`src/rtl/pr_region_freeze_ctrl.sv`:
```
`timescale 1ns/1ps
`default_nettype none
// ============================================================================
// Module  : pr_region_freeze_ctrl
// Brief   : Per-region freeze/unfreeze responder: drains, freezes and resets
//           one partial-reconfiguration region on conduit request.
// Revision: 1.0 - initial release
// ============================================================================
module pr_region_freeze_ctrl #(
  parameter int IDLE_CYCLES   = 4,
  parameter int DRAIN_TIMEOUT = 1024,
  parameter int RESET_CYCLES  = 16,
  parameter int CNT_W         = 16
) (
  input  logic       clk,
  input  logic       reset,
  input  logic       freeze_req,
  input  logic       unfreeze_req,
  input  logic       pr_reset_req,
  input  logic       region_idle,
  output logic       freeze_status,
  output logic       unfreeze_status,
  output logic [1:0] illegal_req,
  output logic       region_freeze,
  output logic       region_reset,
  output logic       drain_timeout
);

  localparam logic [2:0] S_RUN        = 3'd0;
  localparam logic [2:0] S_DRAIN      = 3'd1;
  localparam logic [2:0] S_FROZEN     = 3'd2;
  localparam logic [2:0] S_UNFRZ_RST  = 3'd3;
  localparam logic [2:0] S_UNFRZ_DONE = 3'd4;

  localparam logic [CNT_W-1:0] C_IDLE_MAX  = CNT_W'(IDLE_CYCLES);
  localparam logic [CNT_W-1:0] C_DRAIN_MAX = CNT_W'(DRAIN_TIMEOUT);
  localparam logic [CNT_W-1:0] C_RST_MAX   = CNT_W'(RESET_CYCLES);

  logic [2:0]       state_q, state_d;
  logic [CNT_W-1:0] cnt_q, cnt_d;
  logic [CNT_W-1:0] idle_q, idle_d;
  logic             freeze_req_q;
  logic [1:0]       illegal_q, illegal_d;
  logic             drain_timeout_q, drain_timeout_d;
  logic             region_freeze_q, freeze_status_q, unfreeze_status_q, region_reset_q;

  logic             w_freeze_start;
  logic [CNT_W-1:0] w_cnt_inc, w_idle_inc;

  assign w_freeze_start = freeze_req & ~freeze_req_q;
  assign w_cnt_inc      = (cnt_q  == '1) ? cnt_q  : cnt_q  + 1'b1;
  assign w_idle_inc     = (idle_q == '1) ? idle_q : idle_q + 1'b1;

  // Transitions compare the next counter value so that exactly N cycles are spent.
  always_comb begin
    state_d         = state_q;
    cnt_d           = cnt_q;
    idle_d          = idle_q;
    drain_timeout_d = drain_timeout_q;
    illegal_d       = illegal_q;
    case (state_q)
      S_RUN: begin
        if (w_freeze_start) begin
          if (!unfreeze_req) begin
            state_d         = S_DRAIN;
            cnt_d           = '0;
            idle_d          = '0;
            drain_timeout_d = 1'b0;
          end else begin
            illegal_d[0] = 1'b1;
          end
        end
      end
      S_DRAIN: begin
        cnt_d  = w_cnt_inc;
        idle_d = region_idle ? w_idle_inc : '0;
        if (idle_d >= C_IDLE_MAX) begin
          state_d = S_FROZEN;
        end else if (cnt_d >= C_DRAIN_MAX) begin
          state_d         = S_FROZEN;
          drain_timeout_d = 1'b1;
        end
      end
      S_FROZEN: begin
        if (unfreeze_req) begin
          if (!freeze_req) begin
            state_d = S_UNFRZ_RST;
            cnt_d   = '0;
          end else begin
            illegal_d[0] = 1'b1;
          end
        end
      end
      S_UNFRZ_RST: begin
        cnt_d = w_cnt_inc;
        if (cnt_d >= C_RST_MAX) begin
          state_d = S_UNFRZ_DONE;
        end
      end
      S_UNFRZ_DONE: begin
        if (!unfreeze_req) begin
          state_d = S_RUN;
        end
      end
      default: state_d = S_RUN;
    endcase
    if (unfreeze_req && (state_q == S_RUN || state_q == S_DRAIN)) begin
      illegal_d[1] = 1'b1;
    end
    if (!freeze_req && !unfreeze_req) begin
      illegal_d = 2'b00;
    end
  end

  always_ff @(posedge clk or posedge reset) begin
    if (reset) begin
      state_q           <= S_RUN;
      cnt_q             <= '0;
      idle_q            <= '0;
      freeze_req_q      <= 1'b0;
      illegal_q         <= 2'b00;
      drain_timeout_q   <= 1'b0;
      region_freeze_q   <= 1'b0;
      freeze_status_q   <= 1'b0;
      unfreeze_status_q <= 1'b0;
      region_reset_q    <= 1'b0;
    end else begin
      state_q           <= state_d;
      cnt_q             <= cnt_d;
      idle_q            <= idle_d;
      freeze_req_q      <= freeze_req;
      illegal_q         <= illegal_d;
      drain_timeout_q   <= drain_timeout_d;
      // Moore decodes of the current state, visible one cycle after it.
      region_freeze_q   <= (state_q == S_DRAIN) || (state_q == S_FROZEN) ||
                           (state_q == S_UNFRZ_RST);
      freeze_status_q   <= (state_q == S_FROZEN) || (state_q == S_UNFRZ_RST);
      unfreeze_status_q <= (state_q == S_UNFRZ_DONE);
      region_reset_q    <= pr_reset_req || (state_q == S_UNFRZ_RST);
    end
  end

  assign freeze_status   = freeze_status_q;
  assign unfreeze_status = unfreeze_status_q;
  assign illegal_req     = illegal_q;
  assign region_freeze   = region_freeze_q;
  assign region_reset    = region_reset_q;
  assign drain_timeout   = drain_timeout_q;

endmodule
`default_nettype wire
```
`config.mk`:
```
export PLATFORM = sky130hd
export DESIGN_NAME = pr_region_freeze_ctrl
export DESIGN_NICKNAME = d
export VERILOG_FILES = /design/src/rtl/pr_region_freeze_ctrl.sv
export SDC_FILE = /design/constraint.sdc
export NUM_CORES = 1
export LEC_CHECK = 0
export CORE_MARGIN = 5
export CORE_UTILIZATION = 41
export DETAILED_ROUTE_END_ITERATION = 10
export SLEW_MARGIN = 10
export SYNTH_ARGS = -nofsm -noshare
export SYNTH_HDL_FRONTEND = slang
export SYNTH_SLANG_ARGS = --single-unit
```
`constraint.sdc`:
```
create_clock -name clk -period 5.5 [get_ports clk]
set_input_delay 1.1 -clock clk [delete_from_list [all_inputs] [get_ports clk]]
set_output_delay 1.1 -clock clk [all_outputs]
set_load 0.01 [all_outputs]
```
==> results of run 1 <==
==> layer usage <==
metal | up-vias | GRT usage | share of wire
met1 | 1205 | 0.227 | 0.45
met2 | 38 | 0.264 | 0.50
met5 | - | 0 | 0
met3 | 8 | 0.0314 | 0.036
li1 | 1240 | - | -
met4 | 0 | 0.0366 | 0.012
==> where the power goes <==
part | internal, mW | total (mW) | switching (mW)
clock | 0.0910 | 0.214 | 0.123
combinational | 0.126 | 0.331 | 0.205
sequential | 0.356 | 0.426 | 0.0704
total | 0.572 | 0.970 | 0.398
==> synth_stat cells, types with 4 or more instances <==
library cell and n:
a21oi_1 15, a31oi_1 5, and3_1 6, and4_1 7
buf_2 9, clkbuf_1 11, dfrtp_1 43, inv_1 6
nand2_1 43, nand3_1 18, nand4_1 11, nor2_1 32
nor2b_1 4, nor3_1 7, o21ai_0 32, o31ai_1 9
==> area by class of cell <==
class                   instances  area [um^2]
flip-flops and latches         43         1080
clock inverters                 3         23.8
multi-input cells             265         1650
inverters                       6         22.5
fillers                       682         3710
well taps                      96          120
repair buffers                 12          120
clock buffers                   5         68.8
==> registers in the layout, summed over array words and instances (netlist names) <==
register and flops:
illegal_req 2, drain_timeout 1, unfreeze_status 1, cnt_q 16
freeze_req_q 1, state_q 3, region_reset 1, region_freeze 1
idle_q 16, freeze_status 1
==> final timing paths <==
check                      slack, ns                    endpoint                       start  cells past startpoint
hold reg to reg                 0.52  illegal_req[1]$_DFFE_PP0P_  illegal_req[1]$_DFFE_PP0P_                      2
min in group asynchronous       1.31      idle_q[11]$_DFFE_PP0P_                       reset                      2
max in group asynchronous       3.61        cnt_q[3]$_DFFE_PP0P_                       reset                      2
hold / removal                  0.52  illegal_req[1]$_DFFE_PP0P_  illegal_req[1]$_DFFE_PP0P_                      2
setup / recovery                2.48   drain_timeout$_DFFE_PP0P_       idle_q[0]$_DFFE_PP0P_                      8
setup reg to reg                2.48   drain_timeout$_DFFE_PP0P_       idle_q[0]$_DFFE_PP0P_                      8
==> cell families after synthesis <==
logic type,Yosys count
buffers and inverters,29
muxes,4
and+or+nand+nor,157
xor gates and xnor gates,6
DFF,43
AOI/OAI and AO/OA,96
adders and majority gates,2
==> cells in the final DEF, fill, tap and decap left out, drive strengths merged, types with 3 or more instances in the layout <==
master and n:
nand2 44, dfrtp 43, o21ai 34, nor2 33, nand3 18, a21oi 15, nand4 15, clkdlybuf4s50 12
o31ai 9, nor3 9, and4 7, inv 7, and3 6, a31oi 5, clkbuf 5, o41ai 5
nor2b 4, nor4 4, or2 3, mux2i 3, a22o 3, o211ai 3, xor2 3, xnor2 3
a32o 3, o22ai 3, and2 3, or3 3, a21boi 3
==> through the flow <==
stage / worst slack (ns) / total power, mW / hold slack, ns
2_1_floorplan: 3.05 / 0.657 / 0.501
4_1_cts: 2.48 / 0.981 / 0.527
6_report: 2.48 / 0.970 / 0.522
3_3_place_gp: 2.26 / 0.760 / 0.491
5_1_grt: 2.28 / 1.04 / 0.568
3_5_place_dp: 2.20 / 0.766 / 0.505
==> worst register-to-register path: stages, from the launching register on <==
cell	delay [ns]
dfrtp_1	0.42
ha_1	0.25
nand3_1	0.26
nor4_2	0.80
or3_1	0.21
nand3_1	0.11
o41ai_2	0.51
nor3b_2	0.26
a2bb2oi_2	0.14
==> metrics.txt, run 1 <==
status finished, final reports clean; Slew Limit Fails 0; initial antenna violation count 0; dpl cells 422; area delta synth->final 8.17%; ranking of synthesized cells by area dfrtp_1 (38%), nand2_1 (5.7%), o21ai_0 (5.6%); CTS Buf Count 5; Reg clk slew, reported paths 0.09 ns; Arrival @ worst endpoint 3.26 ns; #FFs+latches synth 43; GP Congestion 0.856; main combinational cell family by area after synthesis simple AND/OR/NAND/NOR gates; routed len/inst 15.9 um; WL final 6840 um; Crit path largest cell delay 0.80 ns; crit-path leading delay family simple AND/OR/NAND/NOR gates; critical path fanouts, max 11; clk buf depth 2; Root Buffer clkbuf_8; design area 0.00308 mm^2; Final Skew 0.00860 ns; Post-Synth Adder-Cell Area 0.00878; post_cts resized 0; crit-path cells ha_1 > nand3_1 > nor4_2 > or3_1 > nand3_1 > o41ai_2 > nor3b_2 > a2bb2oi_2; Placed Area 0.00299 mm^2; aggregate global-route resource usage 0.164; XOR/XNOR Fraction of Synth Area 0.0184; drt first pass iters 4; period utilisation layout 0.549; Critical Path RT 5.74 ns; Final TNS setup 0 ns; latest clock arrival within the worst-skew pair 0.30 ns; Min-Delay Path Class flip-flop to flip-flop; Final Hold Vio Count 0; post-CTS setup buffer count 0; max frequency 331 MHz; max_cap viols 0; Cell Rows 30; register area share after synthesis 0.378; DP HPWL 4680 um; startpoint types flip-flop; maximum vdd drop 199 uV; drt drc 0; Syn Area/Cell 8.45 um^2; Simple-Gate Fraction of Synth Area 0.310; die area 0.00872 mm^2; Final min period 3.02 ns; vias in the first global route 2308; ys async rst share 1.00; CP endpoint kind flip-flop; die extent in y 93.4 um; mux cell area share after synthesis 0.0145; core area 0.00679 mm^2; CTS Hold Bufs 0; layout cells sized above 1 0.0958; EDFF count, synth 0; antenna cell count 0; RSZ-0062 raised after global routing false; # nets final 341; chip width 93.4 um; Synth Area in Compound Gates 0.227; boundary pin count 13; CTS tree yes; via count 2491; Synth cell types 60; Detailed Route Iter0 Violations 95; CP Buf/Inv Count 0; Crit Path Category flip-flop to flip-flop; largest net degree at the start of global routing 44; Top FF cell, synth dfrtp_1; Pleak 1.23 nW; area leader, netlist dfrtp_1; H-tree levels 2; Worst path most repeated cell nand3_1; Finished Layout Cells 430; grt total ovfl 0; cell area after synthesis 0.00285 mm^2; Initial Util 0.419; Final setup violation count 0; relative slew slack 0.394; YS warnings 0; post-synth top area share 0.378; Worst Max-Slew Pin Slew 0.907 ns; Post-Syn Nets 345; Port-buffer cells 12; Clock Sinks 43; PD cells 315 mW/mm^2; Routed Antenna Nets 0; first-pass GRT wire length 11500 um; Syn Inst Count 337; CP max-delay cell nor4_2; post-DR vias/cell 5.79; Finished Core Util 0.454
Note: power is estimated with default switching activity, not from simulation.
==> inputs of run 2 (changes only) <==
Clock period 5.5 ns to 3.1 ns, I/O delays scaled along.
==> run 2 against run 1 <==
  * Clock-buffer cell count grew 1
  * Critical path type unchanged
  * Maximum frequency up 19%
  * Sequential cell count did not move
  * Via count grew 0.12%
==> metrics.txt, run 2 (same netlist as run 1, synthesis figures left out) <==
first-pass GRT wire length 11600 um (+1.1%); commonest non-fill, non-tap cells in the layout nand2_1 (43), dfrtp_1 (43), nor2_1 (32), o21ai_0 (32), nand3_1 (18); Routed Antenna Nets 0 (unchanged); PD cells 587 mW/mm^2 (+86%); startpoint types flip-flop; drt first pass iters 4 (unchanged); Cell Rows 30 (unchanged); drt drc 0 (unchanged); Final TNS setup 0 ns (unchanged); Final Hold Vio Count 0 (unchanged); DP HPWL 4720 um (+0.69%); Placed Area 0.00303 mm^2 (+1.3%); Final min period 2.53 ns (-0.489 ns); Register Area 0.00108 mm^2 (unchanged); Worst Max-Slew Pin Slew 0.874 ns (-0.0327 ns); Detailed Route Iter0 Violations 106 (+12%); Crit Path Category flip-flop to flip-flop; Pleak 1.28 nW (+3.7%); core area 0.00679 mm^2 (unchanged); relative slew slack 0.417 (+0.0227); critical path fanouts, max 7 (-4); WL final 6750 um (-1.4%); grt total ovfl 0 (unchanged); die area 0.00872 mm^2 (unchanged); Root Buffer clkbuf_8; Min-Delay Path Class flip-flop to flip-flop; M1 WL 3230 um (+3.8%); max frequency 395 MHz (+19%); maximum vdd drop 375 uV (+88%); design area 0.00314 mm^2 (+2.0%); aggregate global-route resource usage 0.167 (+0.00326); CTS Buf Count 5 (unchanged); latest clock arrival within the worst-skew pair 0.30 ns (about the same); area delta synth->final 10.4%; Slew Limit Fails 0 (unchanged); FF-to-FF Start idle_q[0]$_DFFE_PP0P_; antenna cell count 0 (unchanged); boundary pin count 13 (unchanged); initial antenna violation count 0 (unchanged); HP Start illegal_req[1]$_DFFE_PP0P_; vias in the first global route 2380 (+3.1%); Port-buffer cells 12 (unchanged); layout cells sized above 1 0.109 (+0.0133); # nets final 346 (+1.5%); routed length on met3 210 um (-15%); max_cap viols 0 (unchanged); post-CTS setup buffer count 0 (unchanged); Multi-input gate area 0.00165 mm^2 (unchanged); routed len/inst 15.5 um (-2.5%); Clock Sinks 43 (unchanged); Final Skew 0.00694 ns (-0.00166 ns); status finished, final reports clean; post-DR vias/cell 5.73 (-1.0%); H-tree levels 2 (unchanged); CTS tree yes; Tot Pwr 1.85 mW (+90%); RSZ-0062 raised after global routing false; chip width 93.4 um (unchanged); largest net degree at the start of global routing 29 (-34%); fillcell total 663 (-2.8%); clk buf depth 2 (unchanged); post_cts resized 0 (unchanged); Reg clk slew, reported paths 0.09 ns (about the same); period utilisation layout 0.817 (+0.268); largest registers cnt_q x16, idle_q x16, state_q x3; Critical Path RT 3.34 ns (-2.40 ns); Max Used Layer met4; Arrival @ worst endpoint 2.77 ns (-0.49 ns); crit path from idle_q[0]$_DFFE_PP0P_; via count 2494 (+0.12%); CTS Hold Bufs 0 (unchanged); Initial Util 0.419 (unchanged); GP Congestion 0.862 (+0.72%); die extent in y 93.4 um (unchanged); CP endpoint kind flip-flop; metal2 WL 3250 um (-4.6%); Final setup violation count 0 (unchanged)
## run 2: final timing paths
check | slack, ns | cells past startpoint | to
max | 0.57 | 8 | drain_timeout$_DFFE_PP0P_
min | 0.52 | 2 | illegal_req[1]$_DFFE_PP0P_
max reg2reg | 0.57 | 8 | drain_timeout$_DFFE_PP0P_
min reg2reg | 0.52 | 2 | illegal_req[1]$_DFFE_PP0P_
max in group asynchronous | 1.80 | 3 | state_q[0]$_DFFE_PP0P_
min in group asynchronous | 0.71 | 2 | idle_q[15]$_DFFE_PP0P_
## run 2: through the flow
| stage | cells | util | hold slack (ns) | worst slack (ns) |
|---|---|---|---|---|
| 6_report | 435 | 0.463 | 0.516 | 0.568 |
| 5_1_grt | 435 | 0.463 | 0.570 | 0.391 |
| 4_1_cts | 435 | 0.463 | 0.521 | 0.571 |
| 3_5_place_dp | 427 | 0.445 | 0.501 | 0.383 |
| 3_3_place_gp | 427 | 0.445 | 0.486 | 0.487 |
| 2_1_floorplan | 337 | - | 0.501 | 0.945 |
## run 2: power breakdown
group	switching (mW)	internal, mW	leakage, nW
Clock	0.213	0.261	0.0612
Combinational	0.370	0.243	0.638
Sequential	0.126	0.631	0.581
## run 2: worst max-delay path: stages, from the launching register on
cell,delay (ns)
dfrtp_1,0.41
ha_1,0.23
nand3_1,0.23
nor4_2,0.46
or3_1,0.17
nand3_1,0.08
o41ai_2,0.48
nor3b_2,0.25
a2bb2oi_2,0.13
## run 2: final cells by class
type | instances | area share
Sequential cell | 43 | 0.342
Clock inverter | 2 | 0.0111
Multi-Input combinational cell | 265 | 0.525
Clock buffer | 6 | 0.0263
Tap cell | 96 | 0.0382
Inverter | 6 | 0.00716
Timing Repair Buffer | 17 | 0.0501
## run 2: per-layer routing
layer | vias to the layer above | global-route usage
met5 | - | 0
met4 | 0 | 0.0598
met3 | 6 | 0.0306
met2 | 31 | 0.272
met1 | 1203 | 0.221
li1 | 1254 | -
==> inputs of run 3 (changes only) <==
Clock period 3.1 ns to 2.2 ns, I/O delays scaled along.
==> run 3 against run 2 <==
  * The flow now finishes with violations (setup timing)
  * Power is 43% higher
  * Routed wire length is 11% higher
  * First-iteration DRC count stayed put
  * Hold slack lost 0.038 ns
  * Cell count rose by 14%
  * Largest cell class unchanged
==> metrics.txt, run 3 (same netlist as run 1, synthesis figures left out) <==
Final TNS setup -0.0247 ns (-0.0247 ns); chip width 93.4 um (unchanged); via count 2790 (+12%); dpl cells 481 (+13%); worst slack at placement -0.113 ns (-0.496 ns); fillcell total 639 (-3.6%); critical path fanouts, max 3 (-4); CP endpoint kind flip-flop; startpoint types flip-flop; Critical Path RT 2.43 ns (-0.91 ns); Finished Layout Cells 495 (+14%); R2R Setup Slk -0.02 ns (-0.59 ns); DP HPWL 5340 um (+13%); period utilisation layout 1.01 (+0.194); boundary pin count 13 (unchanged); M2 GR Usage 0.302 (+0.0304); Final min period 2.22 ns (-0.308 ns); post-DR vias/cell 5.64 (-1.7%); met1 global-route usage 0.226 (+0.00438); Final WS setup -0.0247 ns (-0.592 ns); Routed Antenna Nets 0 (unchanged); FF-to-FF Start idle_q[1]$_DFFE_PP0P_; area delta synth->final 28.7%; Cell Rows 30 (unchanged); layout cells sized above 1 0.281 (+0.172); Pleak 1.60 nW (+25%); first-pass GRT wire length 12300 um (+6.1%); Clock Sinks 43 (unchanged); clk buf depth 2 (unchanged); WL final 7480 um (+11%); R2R depth 9 (+1); max_cap viols 0 (unchanged); Reg clk slew, reported paths 0.09 ns (about the same); R2R Path End drain_timeout$_DFFE_PP0P_; Port-buffer cells 12 (unchanged); core area 0.00679 mm^2 (unchanged); Arrival @ worst endpoint 2.46 ns (-0.31 ns); largest net degree at the start of global routing 25 (-14%); Worst Max-Slew Pin Slew 0.481 ns (-0.393 ns); aggregate global-route resource usage 0.175 (+0.00843); die extent in y 93.4 um (unchanged); most common cell after layout, fill and taps aside buf_4; Top Usage Layer GRT met2; Min-Delay Path Class primary input to asynchronous set/reset pin; initial antenna violation count 0 (unchanged); status finished, violations left; latest clock arrival within the worst-skew pair 0.30 ns (about the same); drt drc 0 (unchanged); # nets final 406 (+17%); Root Buffer clkbuf_8; routed len/inst 15.1 um (-2.6%); design area 0.00367 mm^2 (+17%); Finished Core Util 0.540 (+0.0768); drt first pass iters 4 (unchanged); H-tree levels 2 (unchanged); CTS tree yes; Initial Util 0.419 (unchanged); largest registers cnt_q x16, idle_q x16, state_q x3; die area 0.00872 mm^2 (unchanged); relative slew slack 0.679 (+0.262); CTS Buf Count 5 (unchanged); Final setup violation count 1 (+1); Placed Area 0.00344 mm^2 (+14%); Final Hold Vio Count 0 (unchanged); Slew Limit Fails 0 (unchanged); RSZ-0062 raised after global routing true; antenna cell count 0 (unchanged); Final Skew 0.00767 ns (+0.000726 ns); GP Congestion 0.877 (+1.7%); Tot Pwr 2.64 mW (+43%); Final Hold Slack 0.478 ns (-0.0378 ns); maximum vdd drop 581 uV (+55%); vias in the first global route 2596 (+9.1%); Crit Path Category flip-flop to flip-flop; PD cells 720 mW/mm^2 (+23%); met3 Usage GRT 0.0362 (+0.00563); max frequency 450 MHz (+14%); commonest non-fill, non-tap cells in the layout buf_4 (63), nand2_1 (43), dfrtp_1 (39), nor2_1 (32), o21ai_0 (30); grt total ovfl 0 (unchanged); violated checks setup timing; Detailed Route Iter0 Violations 106 (unchanged)
[run 3: how the worst max path moves through the flow]
stage	from	to	slack, ns	depth (start not counted)
5_1_grt	idle_q[1]$_DFFE_PP0P_	drain_timeout$_DFFE_PP0P_	-0.14	8
6_report	idle_q[1]$_DFFE_PP0P_	drain_timeout$_DFFE_PP0P_	-0.02	9
2_1_floorplan	cnt_q[0]$_DFFE_PP0P_	state_q[2]$_DFFE_PP0P_	0.04	8
4_1_cts	idle_q[1]$_DFFE_PP0P_	drain_timeout$_DFFE_PP0P_	-0.03	8
3_5_place_dp	freeze_req	cnt_q[14]$_DFFE_PP0P_	-0.11	8
3_3_place_gp	freeze_req	cnt_q[14]$_DFFE_PP0P_	-0.05	8
[run 3: cell type report]
type / count / area (um^2) / area share
inverter: 6 / 22.5 / 0.00614
timing repair buffer: 77 / 624 / 0.170
clock buffer: 5 / 68.8 / 0.0188
sequential: 43 / 1080 / 0.295
multi-input combinational: 265 / 1730 / 0.473
tap: 96 / 120 / 0.0328
clock inverter: 3 / 15.0 / 0.00410
[run 3: what timing repair did]
action | CTS | global route
resized for setup | 14 | 10
hold buffers | 0 | 0
setup endpoints to repair | 4 | 5
pin swaps | 6 | 4
setup buffers | 3 | 3
[run 3: per-layer routing]
metal | vias to the layer above | wire, um
li1 | 1382 | -
met1 | 1334 | 3400
met2 | 61 | 3620
met3 | 13 | 347
met4 | 0 | 102
met5 | - | 0
[run 3: critical path, stage by stage, from the launching register on]
cell and delay, ns:
dfrtp_1 0.39, ha_2 0.21, and3_4 0.20, buf_4 0.15, a31o_2 0.24, nand3_2 0.09, nand4_1 0.11, o41ai_2 0.40
nor3b_2 0.24, a2bb2oi_2 0.14
[run 3: power breakdown]
part,switching [mW],internal (mW)
clock network,0.296,0.218
registers,0.101,0.891
logic,0.632,0.502
